### src/rtl/icache_ctrl_if.sv
// icache_ctrl_if: fetch, cache-array and memory-port signals of the I-cache miss controller
interface icache_ctrl_if #(
  parameter int IDX_W  = 7,
  parameter int TAG_W  = 54,
  parameter int MTAG_W = 4
);
  logic              fetch_en;
  logic [63:0]       fetch_addr;
  logic [63:0]       cache_rd_data;
  logic              cache_rd_valid;
  logic [IDX_W-1:0]  cache_rd_idx;
  logic [TAG_W-1:0]  cache_rd_tag;
  logic              cache_wr_en;
  logic [IDX_W-1:0]  cache_wr_idx;
  logic [TAG_W-1:0]  cache_wr_tag;
  logic [63:0]       cache_wr_data;
  logic              mem_grant;
  logic [1:0]        proc2mem_command;
  logic [63:0]       proc2mem_addr;
  logic [MTAG_W-1:0] mem2proc_response;
  logic [MTAG_W-1:0] mem2proc_tag;
  logic [63:0]       mem2proc_data;
  logic [63:0]       fetch_data;
  logic              fetch_valid;
  modport master (
    input  fetch_en, fetch_addr, cache_rd_data, cache_rd_valid, mem_grant,
           mem2proc_response, mem2proc_tag, mem2proc_data,
    output cache_rd_idx, cache_rd_tag, cache_wr_en, cache_wr_idx, cache_wr_tag,
           cache_wr_data, proc2mem_command, proc2mem_addr, fetch_data, fetch_valid
  );
  modport slave (
    output fetch_en, fetch_addr, cache_rd_data, cache_rd_valid, mem_grant,
           mem2proc_response, mem2proc_tag, mem2proc_data,
    input  cache_rd_idx, cache_rd_tag, cache_wr_en, cache_wr_idx, cache_wr_tag,
           cache_wr_data, proc2mem_command, proc2mem_addr, fetch_data, fetch_valid
  );
endinterface

### src/rtl/icache_ctrl.sv
// icache_ctrl: I-cache miss controller (one outstanding miss, fill bypass); ICACHE_PREFETCH_EN adds next-line prefetch
module icache_ctrl #(
  parameter int IDX_W  = 7,
  parameter int TAG_W  = 54,
  parameter int MTAG_W = 4
) (
  input logic          clock,
  input logic          reset,
  icache_ctrl_if.master bus
);
  localparam int LINE_W = IDX_W + TAG_W;
`ifdef ICACHE_PREFETCH_EN
  typedef enum logic [2:0] {IDLE, REQ, WAIT, PF_REQ, PF_WAIT} state_t;
`else
  typedef enum logic [1:0] {IDLE, REQ, WAIT} state_t;
`endif
  state_t state, state_nxt;
  logic [IDX_W-1:0]  miss_idx;
  logic [TAG_W-1:0]  miss_tag;
  logic [MTAG_W-1:0] pend_tag;
  logic [LINE_W-1:0] fetch_line, miss_line;
  logic demand_miss, requesting, waiting, latch, issue, accept, fill, bypass, unused_addr;
  assign fetch_line  = bus.fetch_addr[3 +: LINE_W];
  assign miss_line   = {miss_tag, miss_idx};
  assign demand_miss = bus.fetch_en & !bus.cache_rd_valid;
  assign accept      = issue & (bus.mem2proc_response != '0);
  assign unused_addr = ^bus.fetch_addr[2:0];
`ifdef ICACHE_PREFETCH_EN
  logic pf_hit;
  // a prefetch whose line is already resident is dropped the cycle after the fill
  assign pf_hit     = state == PF_REQ & bus.fetch_en & bus.cache_rd_valid & fetch_line == miss_line;
  assign requesting = state == REQ | (state == PF_REQ & !demand_miss & !pf_hit);
  assign waiting    = state == WAIT | state == PF_WAIT;
  assign latch      = demand_miss & (state == IDLE | state == PF_REQ);
`else
  assign requesting = state == REQ;
  assign waiting    = state == WAIT;
  assign latch      = demand_miss & state == IDLE;
`endif
  assign bus.cache_rd_idx  = bus.fetch_addr[3 +: IDX_W];
  assign bus.cache_rd_tag  = bus.fetch_addr[3 + IDX_W +: TAG_W];
  assign bus.cache_wr_idx  = miss_idx;
  assign bus.cache_wr_tag  = miss_tag;
  assign bus.cache_wr_data = bus.mem2proc_data;
  assign bus.proc2mem_addr = {miss_tag, miss_idx, 3'b000};
  // state register
  always_ff @(posedge clock)
    state <= reset ? IDLE : state_nxt;
  // next-state logic
  always_comb begin
    state_nxt = state;
    case (state)
      IDLE:    state_nxt = demand_miss ? REQ : IDLE;
      REQ:     state_nxt = accept ? WAIT : REQ;
`ifdef ICACHE_PREFETCH_EN
      WAIT:    state_nxt = fill ? PF_REQ : WAIT;
      PF_REQ:  state_nxt = demand_miss ? REQ : pf_hit ? IDLE : accept ? PF_WAIT : PF_REQ;
      PF_WAIT: state_nxt = fill ? IDLE : PF_WAIT;
`else
      WAIT:    state_nxt = fill ? IDLE : WAIT;
`endif
      default: state_nxt = IDLE;
    endcase
  end
  // outputs: load request, fill write and hit/bypass delivery, all silenced during reset
  always_comb begin
    issue                = !reset & requesting & bus.mem_grant;
    fill                 = !reset & waiting & pend_tag != '0 & bus.mem2proc_tag == pend_tag;
    bypass               = fill & state == WAIT & bus.fetch_en & fetch_line == miss_line;
    bus.proc2mem_command = issue ? 2'd1 : 2'd0;
    bus.cache_wr_en      = fill;
    bus.fetch_valid      = !reset & ((bus.fetch_en & bus.cache_rd_valid) | bypass);
    bus.fetch_data       = bypass ? bus.mem2proc_data : bus.cache_rd_data;
  end
  // miss line capture and outstanding memory tag tracking
  always_ff @(posedge clock)
    if (reset) begin
      miss_idx <= '0;
      miss_tag <= '0;
      pend_tag <= '0;
    end else begin
      if (latch) {miss_tag, miss_idx} <= fetch_line;
`ifdef ICACHE_PREFETCH_EN
      else if (fill & state == WAIT) {miss_tag, miss_idx} <= miss_line + LINE_W'(1);
`endif
      pend_tag <= fill ? '0 : accept ? bus.mem2proc_response : pend_tag;
    end
endmodule

### src/flat_wrapper.sv
// flat-port wrapper written by rule: the top's interface ports become plain ports
module icache_ctrl_flat 
#(
  parameter int IDX_W  = 7,
  parameter int TAG_W  = 54,
  parameter int MTAG_W = 4
)
  (clock, reset, bus_fetch_en, bus_fetch_addr, bus_cache_rd_data, bus_cache_rd_valid, bus_mem_grant, bus_mem2proc_response, bus_mem2proc_tag, bus_mem2proc_data, bus_cache_rd_idx, bus_cache_rd_tag, bus_cache_wr_en, bus_cache_wr_idx, bus_cache_wr_tag, bus_cache_wr_data, bus_proc2mem_command, bus_proc2mem_addr, bus_fetch_data, bus_fetch_valid);
  icache_ctrl_if #(.IDX_W(IDX_W), .TAG_W(TAG_W), .MTAG_W(MTAG_W)) bus_i ();
  input logic clock;
  input logic reset;
  input wire logic [$bits(bus_i.fetch_en)-1:0] bus_fetch_en;
  input wire logic [$bits(bus_i.fetch_addr)-1:0] bus_fetch_addr;
  input wire logic [$bits(bus_i.cache_rd_data)-1:0] bus_cache_rd_data;
  input wire logic [$bits(bus_i.cache_rd_valid)-1:0] bus_cache_rd_valid;
  input wire logic [$bits(bus_i.mem_grant)-1:0] bus_mem_grant;
  input wire logic [$bits(bus_i.mem2proc_response)-1:0] bus_mem2proc_response;
  input wire logic [$bits(bus_i.mem2proc_tag)-1:0] bus_mem2proc_tag;
  input wire logic [$bits(bus_i.mem2proc_data)-1:0] bus_mem2proc_data;
  output wire logic [$bits(bus_i.cache_rd_idx)-1:0] bus_cache_rd_idx;
  output wire logic [$bits(bus_i.cache_rd_tag)-1:0] bus_cache_rd_tag;
  output wire logic [$bits(bus_i.cache_wr_en)-1:0] bus_cache_wr_en;
  output wire logic [$bits(bus_i.cache_wr_idx)-1:0] bus_cache_wr_idx;
  output wire logic [$bits(bus_i.cache_wr_tag)-1:0] bus_cache_wr_tag;
  output wire logic [$bits(bus_i.cache_wr_data)-1:0] bus_cache_wr_data;
  output wire logic [$bits(bus_i.proc2mem_command)-1:0] bus_proc2mem_command;
  output wire logic [$bits(bus_i.proc2mem_addr)-1:0] bus_proc2mem_addr;
  output wire logic [$bits(bus_i.fetch_data)-1:0] bus_fetch_data;
  output wire logic [$bits(bus_i.fetch_valid)-1:0] bus_fetch_valid;
  assign bus_i.fetch_en = bus_fetch_en;
  assign bus_i.fetch_addr = bus_fetch_addr;
  assign bus_i.cache_rd_data = bus_cache_rd_data;
  assign bus_i.cache_rd_valid = bus_cache_rd_valid;
  assign bus_i.mem_grant = bus_mem_grant;
  assign bus_i.mem2proc_response = bus_mem2proc_response;
  assign bus_i.mem2proc_tag = bus_mem2proc_tag;
  assign bus_i.mem2proc_data = bus_mem2proc_data;
  assign bus_cache_rd_idx = bus_i.cache_rd_idx;
  assign bus_cache_rd_tag = bus_i.cache_rd_tag;
  assign bus_cache_wr_en = bus_i.cache_wr_en;
  assign bus_cache_wr_idx = bus_i.cache_wr_idx;
  assign bus_cache_wr_tag = bus_i.cache_wr_tag;
  assign bus_cache_wr_data = bus_i.cache_wr_data;
  assign bus_proc2mem_command = bus_i.proc2mem_command;
  assign bus_proc2mem_addr = bus_i.proc2mem_addr;
  assign bus_fetch_data = bus_i.fetch_data;
  assign bus_fetch_valid = bus_i.fetch_valid;
  icache_ctrl #(.IDX_W(IDX_W), .TAG_W(TAG_W), .MTAG_W(MTAG_W)) u_core (.clock(clock), .reset(reset), .bus(bus_i));
endmodule
### config.mk
export PLATFORM = sky130hd
export DESIGN_NAME = icache_ctrl_flat
export DESIGN_NICKNAME = d
export VERILOG_FILES = /design/src/rtl/icache_ctrl_if.sv /design/src/rtl/icache_ctrl.sv /design/src/flat_wrapper.sv
export SDC_FILE = /design/constraint.sdc
export NUM_CORES = 1
export LEC_CHECK = 0
export ABC_AREA = 1
export ABC_CLOCK_PERIOD_IN_PS = 1700
export CORE_AREA = 2 2 203 205
export DETAILED_ROUTE_END_ITERATION = 8
export DIE_AREA = 0 0 205 207
export REMOVE_ABC_BUFFERS = 1
export SETUP_SLACK_MARGIN = 0.02
export SKIP_LAST_GASP = 1
export SLEW_MARGIN = 20
export SYNTH_ARGS = -nofsm -noshare
export SYNTH_HDL_FRONTEND = slang
export SYNTH_SLANG_ARGS = --single-unit
### constraint.sdc
create_clock -name clock -period 1.7 [get_ports clock]
set_input_delay 0.255 -clock clock [delete_from_list [all_inputs] [get_ports clock]]
set_output_delay 0.255 -clock clock [all_outputs]
set_load 0.01 [all_outputs]
==> results of run 1 <==
-- repair_timing --
action | in CTS | in global routing
buffers inserted | 33 | 12
gates resized for setup | 536 | 182
hold endpoints to repair | 0 | 0
endpoints found under the setup margin | 127 | 120
pin swaps | 76 | 70
gates cloned | 17 | 5
-- layer usage --
metal  vias up  track usage
met4         0       0.0764
met2       437        0.380
met1      4300        0.206
met5         -            0
met3        81       0.0362
li1       4491            -
-- cells by family (layout without fill, tap and decap cells) --
| family | Yosys count | count (layout) | synth area share |
|---|---|---|---|
| AO/OA/AOI/OAI | 121 | 121 | 0.0932 |
| XOR/XNOR | 3 | 3 | 0.00396 |
| buffers and inverters | 353 | 957 | 0.346 |
| flip-flops | 67 | 67 | 0.202 |
| other | 1 | 9 | 0.000565 |
| AND/OR/NAND/NOR | 560 | 560 | 0.355 |
-- path summary, 6_finish.rpt --
path | start | endpoint | slack (ps) | cells past startpoint
min | bus_fetch_addr[23] | u_core.bus.cache_wr_tag[13] | 230 | 3
max | u_core.bus.cache_wr_idx[1] | bus_fetch_data[6] | -870 | 16
min reg2reg | u_core.pend_tag[1] | u_core.pend_tag[1] | 480 | 2
max reg2reg | u_core.state[0] | u_core.bus.cache_wr_tag[3] | 130 | 8
-- synthesized netlist by cell type --
cell / n / share of area
xnor2_1: 2 / 0.0026
clkbuf_1: 11 / 0.0062
buf_12: 7 / 0.021
nor2_1: 125 / 0.071
a31oi_1: 1 / 0.00094
nand4_1: 69 / 0.065
o21ai_0: 63 / 0.048
nor2_2: 6 / 0.0057
conb_1: 1 / 0.00057
o21ai_1: 2 / 0.0015
nand2b_1: 2 / 0.0019
buf_4: 197 / 0.22
or2_2: 1 / 0.00094
dfxtp_1: 67 / 0.20
nor3_1: 2 / 0.0015
clkinv_1: 1 / 0.00057
nand2_2: 1 / 0.00094
and2_1: 1 / 0.00094
xor2_1: 1 / 0.0013
inv_2: 10 / 0.0057
buf_2: 7 / 0.0053
nor4_4: 1 / 0.0032
a21oi_1: 54 / 0.041
nand3_4: 1 / 0.0026
nor2_4: 1 / 0.0017
inv_1: 106 / 0.060
buf_6: 14 / 0.024
nand2_1: 343 / 0.19
o41ai_2: 1 / 0.0025
nand3_1: 7 / 0.0053
-- placed cells by master (no fill, tap or decap), drive strengths merged, types with 4 or more instances in the layout --
cell           instances
buf                  372
o21ai                 65
diode                  5
dlymetal6s2s          32
nor2                 132
dlygate4sd2           86
clkinv                 7
a21oi                 54
clkbuf                14
nand3                  8
conb                   4
nand2                344
clkdlybuf4s50        326
nand4                 69
inv                  115
dfxtp                 67
-- final cells by class --
cell class / instances / area [µm²]
Inverter: 117 / 444
Tap cell: 532 / 666
Timing Repair Buffer: 824 / 8000
Fill cell: 4293 / 25900
Clock inverter: 7 / 92.6
Sequential cell: 67 / 1410
Antenna cell: 5 / 12.5
Clock buffer: 9 / 225
Multi-Input combinational cell: 688 / 3670
-- power groups by stage --
stage          Clock [mW]  Sequential (mW)  Combinational [mW]
5_1_grt              2.17             1.81                3.50
4_1_cts              2.11             1.79                3.17
3_3_place_gp            0             1.80                3.15
6_report             2.05             1.80                3.27
3_5_place_dp            0             1.81                3.16
2_1_floorplan           0             1.94               0.586
-- state kept, by name, summed over array words and instances (netlist names) --
register	count
u_core.state	2
u_core.pend_tag	4
u_core.bus.cache_wr_idx	7
u_core.bus.cache_wr_tag	54
-- critical path, cell delays in order, from the launching register on --
cell and delay (ps):
dfxtp_2 350, inv_2 40, nand2_2 60, nand2_2 70, nor2_1 100, buf_4 120
nand2_4 70, nor2_4 110, nand2_2 60, nor2_4 140, buf_6 120, buf_6 100
buf_12 120, buf_16 140, nand4_1 130, nand2_4 130, buf_6 100
-- stage by stage --
step | cells | TNS [ps] | util | area, µm² | hold slack [ps]
2_1_floorplan | 872 | -200260 | - | 4790 | 324
3_3_place_gp | 2171 | -110960 | 0.314 | 12700 | 475
3_5_place_dp | 2171 | -111310 | 0.314 | 12700 | 478
4_1_cts | 2237 | -54070 | 0.344 | 13900 | 285
5_1_grt | 2248 | -60490 | 0.359 | 14500 | 227
6_report | 2249 | -51960 | 0.360 | 14500 | 230
==> reports/qor.csv, run 1 <==
stage,metric,value,unit
run_status,status,"complete, but fails checks",
run_status,failing checks,setup timing,
power,clock network power share,0.288,
clocking,Worst-Skew Late Latency,350,ps
clocking,clock-pin slew on the worst setup and hold paths,60,ps
detailed_routing,DR top layer,met4,
detailed_routing,ANT nets after route,0,
worst_setup_path,Setup CP Type,reg -> out,
timing,Tightest Pin Transition,646,ps
floorplan,starting density of the core,0.164,
global_route,first-pass GRT wire length,61200,µm
floorplan,die width,205,µm
worst_setup_path,CP Capture Type,primary output,
timing,RSZ-0062 raised after global routing,yes,
flow_run,max_cap viols,0,
global_route,number of global-route vias before repair,9378,
detailed_routing,Routed WL,43900,µm
synthesis,Mapped Area,0.00663,mm²
detailed_routing,met3 wire length,2850,µm
cells_and_area,layout cell share with drive strength beyond 1,0.369,
detailed_routing,met1 wire length,15800,µm
worst_setup_path,WP data arrival,2320,ps
worst_setup_path,Critical Path Fanout Max,7,
cells_and_area,final net count,1912,
timing,final hold violations,0,
timing,Slew HR,0.569,
synthesis,Synth Warn #,0,
detailed_routing,wire per inst,19.5,µm
power,combinational power share,0.459,
detailed_routing,Via density,4.14,
power,P_leak,7.19,nW
synthesis,cell count after synthesis,1105,
detailed_routing,DRC violations left,0,
timing,period utilisation layout,1.51,
placed_design,HPWL after detailed placement,34000,µm
worst_setup_path,Critical Path Source Type,register,
synthesis,post-synthesis cell type count,30,
detailed_routing,DRT Pass-1 Iters,6,
global_route,antenna violations before repair,10,
timing,Final setup viols,70,
synthesis,"Avg Cell Area, Syn",6.00,µm²
clocking,clk sinks,67,
power,total chip power,7.12,mW
synthesis,Synth Register Bits,67,
floorplan,standard-cell rows,74,
placed_design,gpl congestion,0.868,
detailed_routing,WL met2,23400,µm
min_path,Hold WC Path Type,in -> reg,
timing,Final Skew,7.37,ps
floorplan,Die Ht,207,µm
global_route,GRT Util Overall,0.197,
floorplan,die area,0.0424,mm²
worst_setup_path,CP required,1440,ps
floorplan,Core ar.,0.0404,mm²
power,Sw Share,0.327,
timing,final slew viol count,0,
timing,Final WS setup,-871,ps
clocking,CTS tree,built,
power,sequential share of power,0.252,
power,Int Power,4.79,mW
placed_design,Setup WS pre-CTS,-1600,ps
detailed_routing,vias after detailed routing,9309,
synthesis,sequential area share after synthesis,0.202,
power,VDD IR-drop max,0.000407,V
cells_and_area,Layout area overhead,119,%
power,PwrDens,491,mW/mm²
global_route,largest net degree at the start of global routing,63,
clocking,CTS H-tree lvls,3,
power,P_sw,2.33,mW
clocking,Root Buffer,clkbuf_16,
clocking,CTS Buf Count,9,
timing,fin crit period,2570,ps
clocking,cts hold-fix bufs,0,
clocking,clock buffer depth,2,
floorplan,Top Ports,523,
timing,Max Fclk,0.389,GHz
placed_design,Port Buffers,515,
detailed_routing,Starting DRT DRC Count,439,
global_route,gr ovfl total,0,
Power figures use the tool's default switching activity.
==> run 2: changes to the inputs <==
PLACE_DENSITY = 0.46   (was default)
==> run 2 against run 1 <==
Effect of this change:
- the run still ends with setup timing left
- global-route usage up 0.75 points
- clock power down 2%
- worst setup slack worse by 19 ps
- sequential share of layout area up 0.19 points
- sequential cell count unchanged
- sequential power about the same
- worst hold slack better by 82 ps
- combinational power about the same
- final cell count up 0.80%
- clock-buffer cell count up 2
- first-iteration DRC count down 13%
- total power down 0.92%
==> reports/qor.csv, run 2 (synthesis results as in run 1) <==
stage,metric,value,unit,change
global_route,largest net degree at the start of global routing,63,,unchanged
flow_run,max_cap viols,0,,unchanged
clocking,clk sinks,67,,unchanged
placed_design,gpl congestion,0.915,,+5.5%
floorplan,Top Ports,523,,unchanged
power,PwrDens,495,mW/mm²,+0.82%
timing,Max Fclk,0.386,GHz,-0.72%
timing,period utilisation layout,1.52,,+0.0110
floorplan,standard-cell rows,74,,unchanged
cells_and_area,Finished Core Util,0.353,,-0.00620
timing,Final WS setup,-889,ps,-18.7 ps
cells_and_area,most frequent cells in the layout,"clkdlybuf4s50_1, nand2_1, buf_4",,
detailed_routing,Starting DRT DRC Count,381,,-13%
clocking,CTS tree,built,,
placed_design,Port Buffers,515,,unchanged
worst_setup_path,R2R Setup Slk,160,ps,+30 ps
worst_setup_path,crit-path leading delay family,simple AND/OR/NAND/NOR gates,,
cells_and_area,layout cell share with drive strength beyond 1,0.350,,-0.0189
worst_setup_path,Critical Path Fanout Max,5,,-2
worst_setup_path,Setup CP Type,reg -> out,,
run_status,failing checks,setup timing,,
placed_design,Setup WS pre-CTS,-1650,ps,-55.1 ps
floorplan,die width,205,µm,unchanged
timing,Tightest Pin Transition,684,ps,+37.9 ps
timing,Final setup viols,67,,-4.3%
floorplan,starting density of the core,0.164,,unchanged
timing,Slew HR,0.539,,-0.0303
global_route,gr ovfl total,0,,unchanged
worst_setup_path,"Max stage delay cell, worst path",dfxtp_2,,
run_status,status,"complete, but fails checks",,
detailed_routing,ANT nets after route,0,,unchanged
clocking,clock buffer depth,2,,unchanged
detailed_routing,DRT Pass-1 Iters,5,,-1
worst_setup_path,most frequent CP cell,nand2_2,,
timing,Hold WS,312,ps,+82.3 ps
global_route,antenna violations before repair,14,,+4
timing,RSZ-0062 raised after global routing,yes,,
placed_design,Area after DPL,0.0126,mm²,-0.18%
global_route,first-pass GRT wire length,62700,µm,+2.5%
clocking,Worst-Skew Late Latency,360,ps,about the same
min_path,Hold Path Depth,4,,+1
worst_setup_path,Critical Path Source Type,register,,
floorplan,Core ar.,0.0404,mm²,unchanged
worst_setup_path,Worst path depth,16,,unchanged
timing,final slew viol count,0,,unchanged
worst_setup_path,worst r2r dst,u_core.bus.cache_wr_tag[8],,
clocking,CTS Buf Count,9,,unchanged
min_path,Hold Crit Endpoint,u_core.bus.cache_wr_tag[22],,
power,VDD IR-drop max,0.000443,V,+8.7%
worst_setup_path,WP buf/inv,6,,-1
cells_and_area,max reg flops,54,,unchanged
timing,Final Skew,13.4,ps,+6.03 ps
floorplan,die area,0.0424,mm²,unchanged
worst_setup_path,worst r2r path cells,7,,-1
cells_and_area,"most common cell after layout, fill and taps aside",clkdlybuf4s50_1,,
floorplan,Die Ht,207,µm,unchanged
clocking,CTS H-tree lvls,3,,unchanged
cells_and_area,final net count,1931,,+0.99%
detailed_routing,vias after detailed routing,9202,,-1.1%
min_path,Hold WC Path Type,in -> reg,,
min_path,hold path start,bus_fetch_addr[32],,
worst_setup_path,crit-path cells,buf_4 > nand2_2 > nand2_2 > nor2_2 > nand2_1 > nor2_2 > nand2_2 > nor2_4 > buf_12 > nand3_4 > buf_12 > buf_8 > buf_6 > nand2_2 > nand2_2 > buf_6,,
global_route,GRT Util Overall,0.204,,+0.00747
cells_and_area,fin area,0.0143,mm²,-1.7%
detailed_routing,wire per inst,20.3,µm,+4.1%
worst_setup_path,WP data arrival,2330,ps,about the same
detailed_routing,Routed WL,46100,µm,+5.0%
global_route,number of global-route vias before repair,9261,,-1.2%
clocking,clock-pin slew on the worst setup and hold paths,60,ps,about the same
clocking,Root Buffer,clkbuf_16,,
timing,fin crit period,2590,ps,+18.7 ps
cells_and_area,Layout area overhead,115,%,
timing,final hold violations,0,,unchanged
placed_design,HPWL after detailed placement,36000,µm,+5.9%
worst_setup_path,CP Capture Type,primary output,,
worst_setup_path,CP required,1440,ps,about the same
detailed_routing,Via density,4.06,,-1.9%
detailed_routing,DRC violations left,0,,unchanged
worst_setup_path,Worst R2R Start,u_core.state[0],,
power,P_leak,6.98,nW,-2.9%
worst_setup_path,CP peak stage delay,320,ps,-30 ps
[run 2: metrics by stage]
stage / total power, mW / TNS (ps) / cells
2_1_floorplan: 2.53 / -200260 / 872
5_1_grt: 7.41 / -62810 / 2265
3_3_place_gp: 4.96 / -124200 / 2170
3_5_place_dp: 4.96 / -120600 / 2170
6_report: 7.06 / -52780 / 2267
4_1_cts: 6.97 / -54240 / 2235
[run 2: worst min-delay path, stage by stage]
cell and delay, ps:
dlymetal6s2s_1 130, inv_1 90, buf_4 100, a21oi_1 40
[run 2: worst max path at each step]
stage / startpoint / endpoint / slack [ps]
2_1_floorplan: u_core.bus.cache_wr_tag[21] / bus_fetch_data[0] / -1830
3_3_place_gp: bus_fetch_addr[39] / bus_fetch_data[26] / -1710
3_5_place_dp: bus_fetch_addr[39] / bus_fetch_data[15] / -1650
4_1_cts: u_core.bus.cache_wr_tag[40] / bus_fetch_data[51] / -910
5_1_grt: u_core.bus.cache_wr_tag[53] / bus_fetch_data[48] / -1000
6_report: u_core.bus.cache_wr_tag[26] / bus_fetch_data[22] / -890
[run 2: timing repair]
action	in CTS	in global routing
resized for setup	504	130
gates cloned	10	9
hold buffers	0	0
pin swaps	48	61
endpoints found under the setup margin	118	164
buffers inserted	42	20
[run 2: metal layers]
metal	track usage	up-vias	wire length, µm
li1	-	4516	-
met1	0.214	4225	16900
met2	0.398	387	25000
met3	0.0450	66	3020
met4	0.0610	8	1110
met5	0	-	62
[run 2: final cells by class]
cell class	count	area, µm²
fillers	4382	26100
repair buffers	843	8010
multi-input cells	688	3420
flip-flops and latches	67	1410
well taps	532	666
inverters	117	444
clock buffers	11	253
clock inverters	4	50.0
diodes	5	12.5
[run 2: power by group]
| part | internal, mW | total (mW) | switching (mW) |
|---|---|---|---|
| clock network | 1.21 | 2.00 | 0.796 |
| logic | 1.80 | 3.26 | 1.46 |
| registers | 1.70 | 1.80 | 0.0961 |
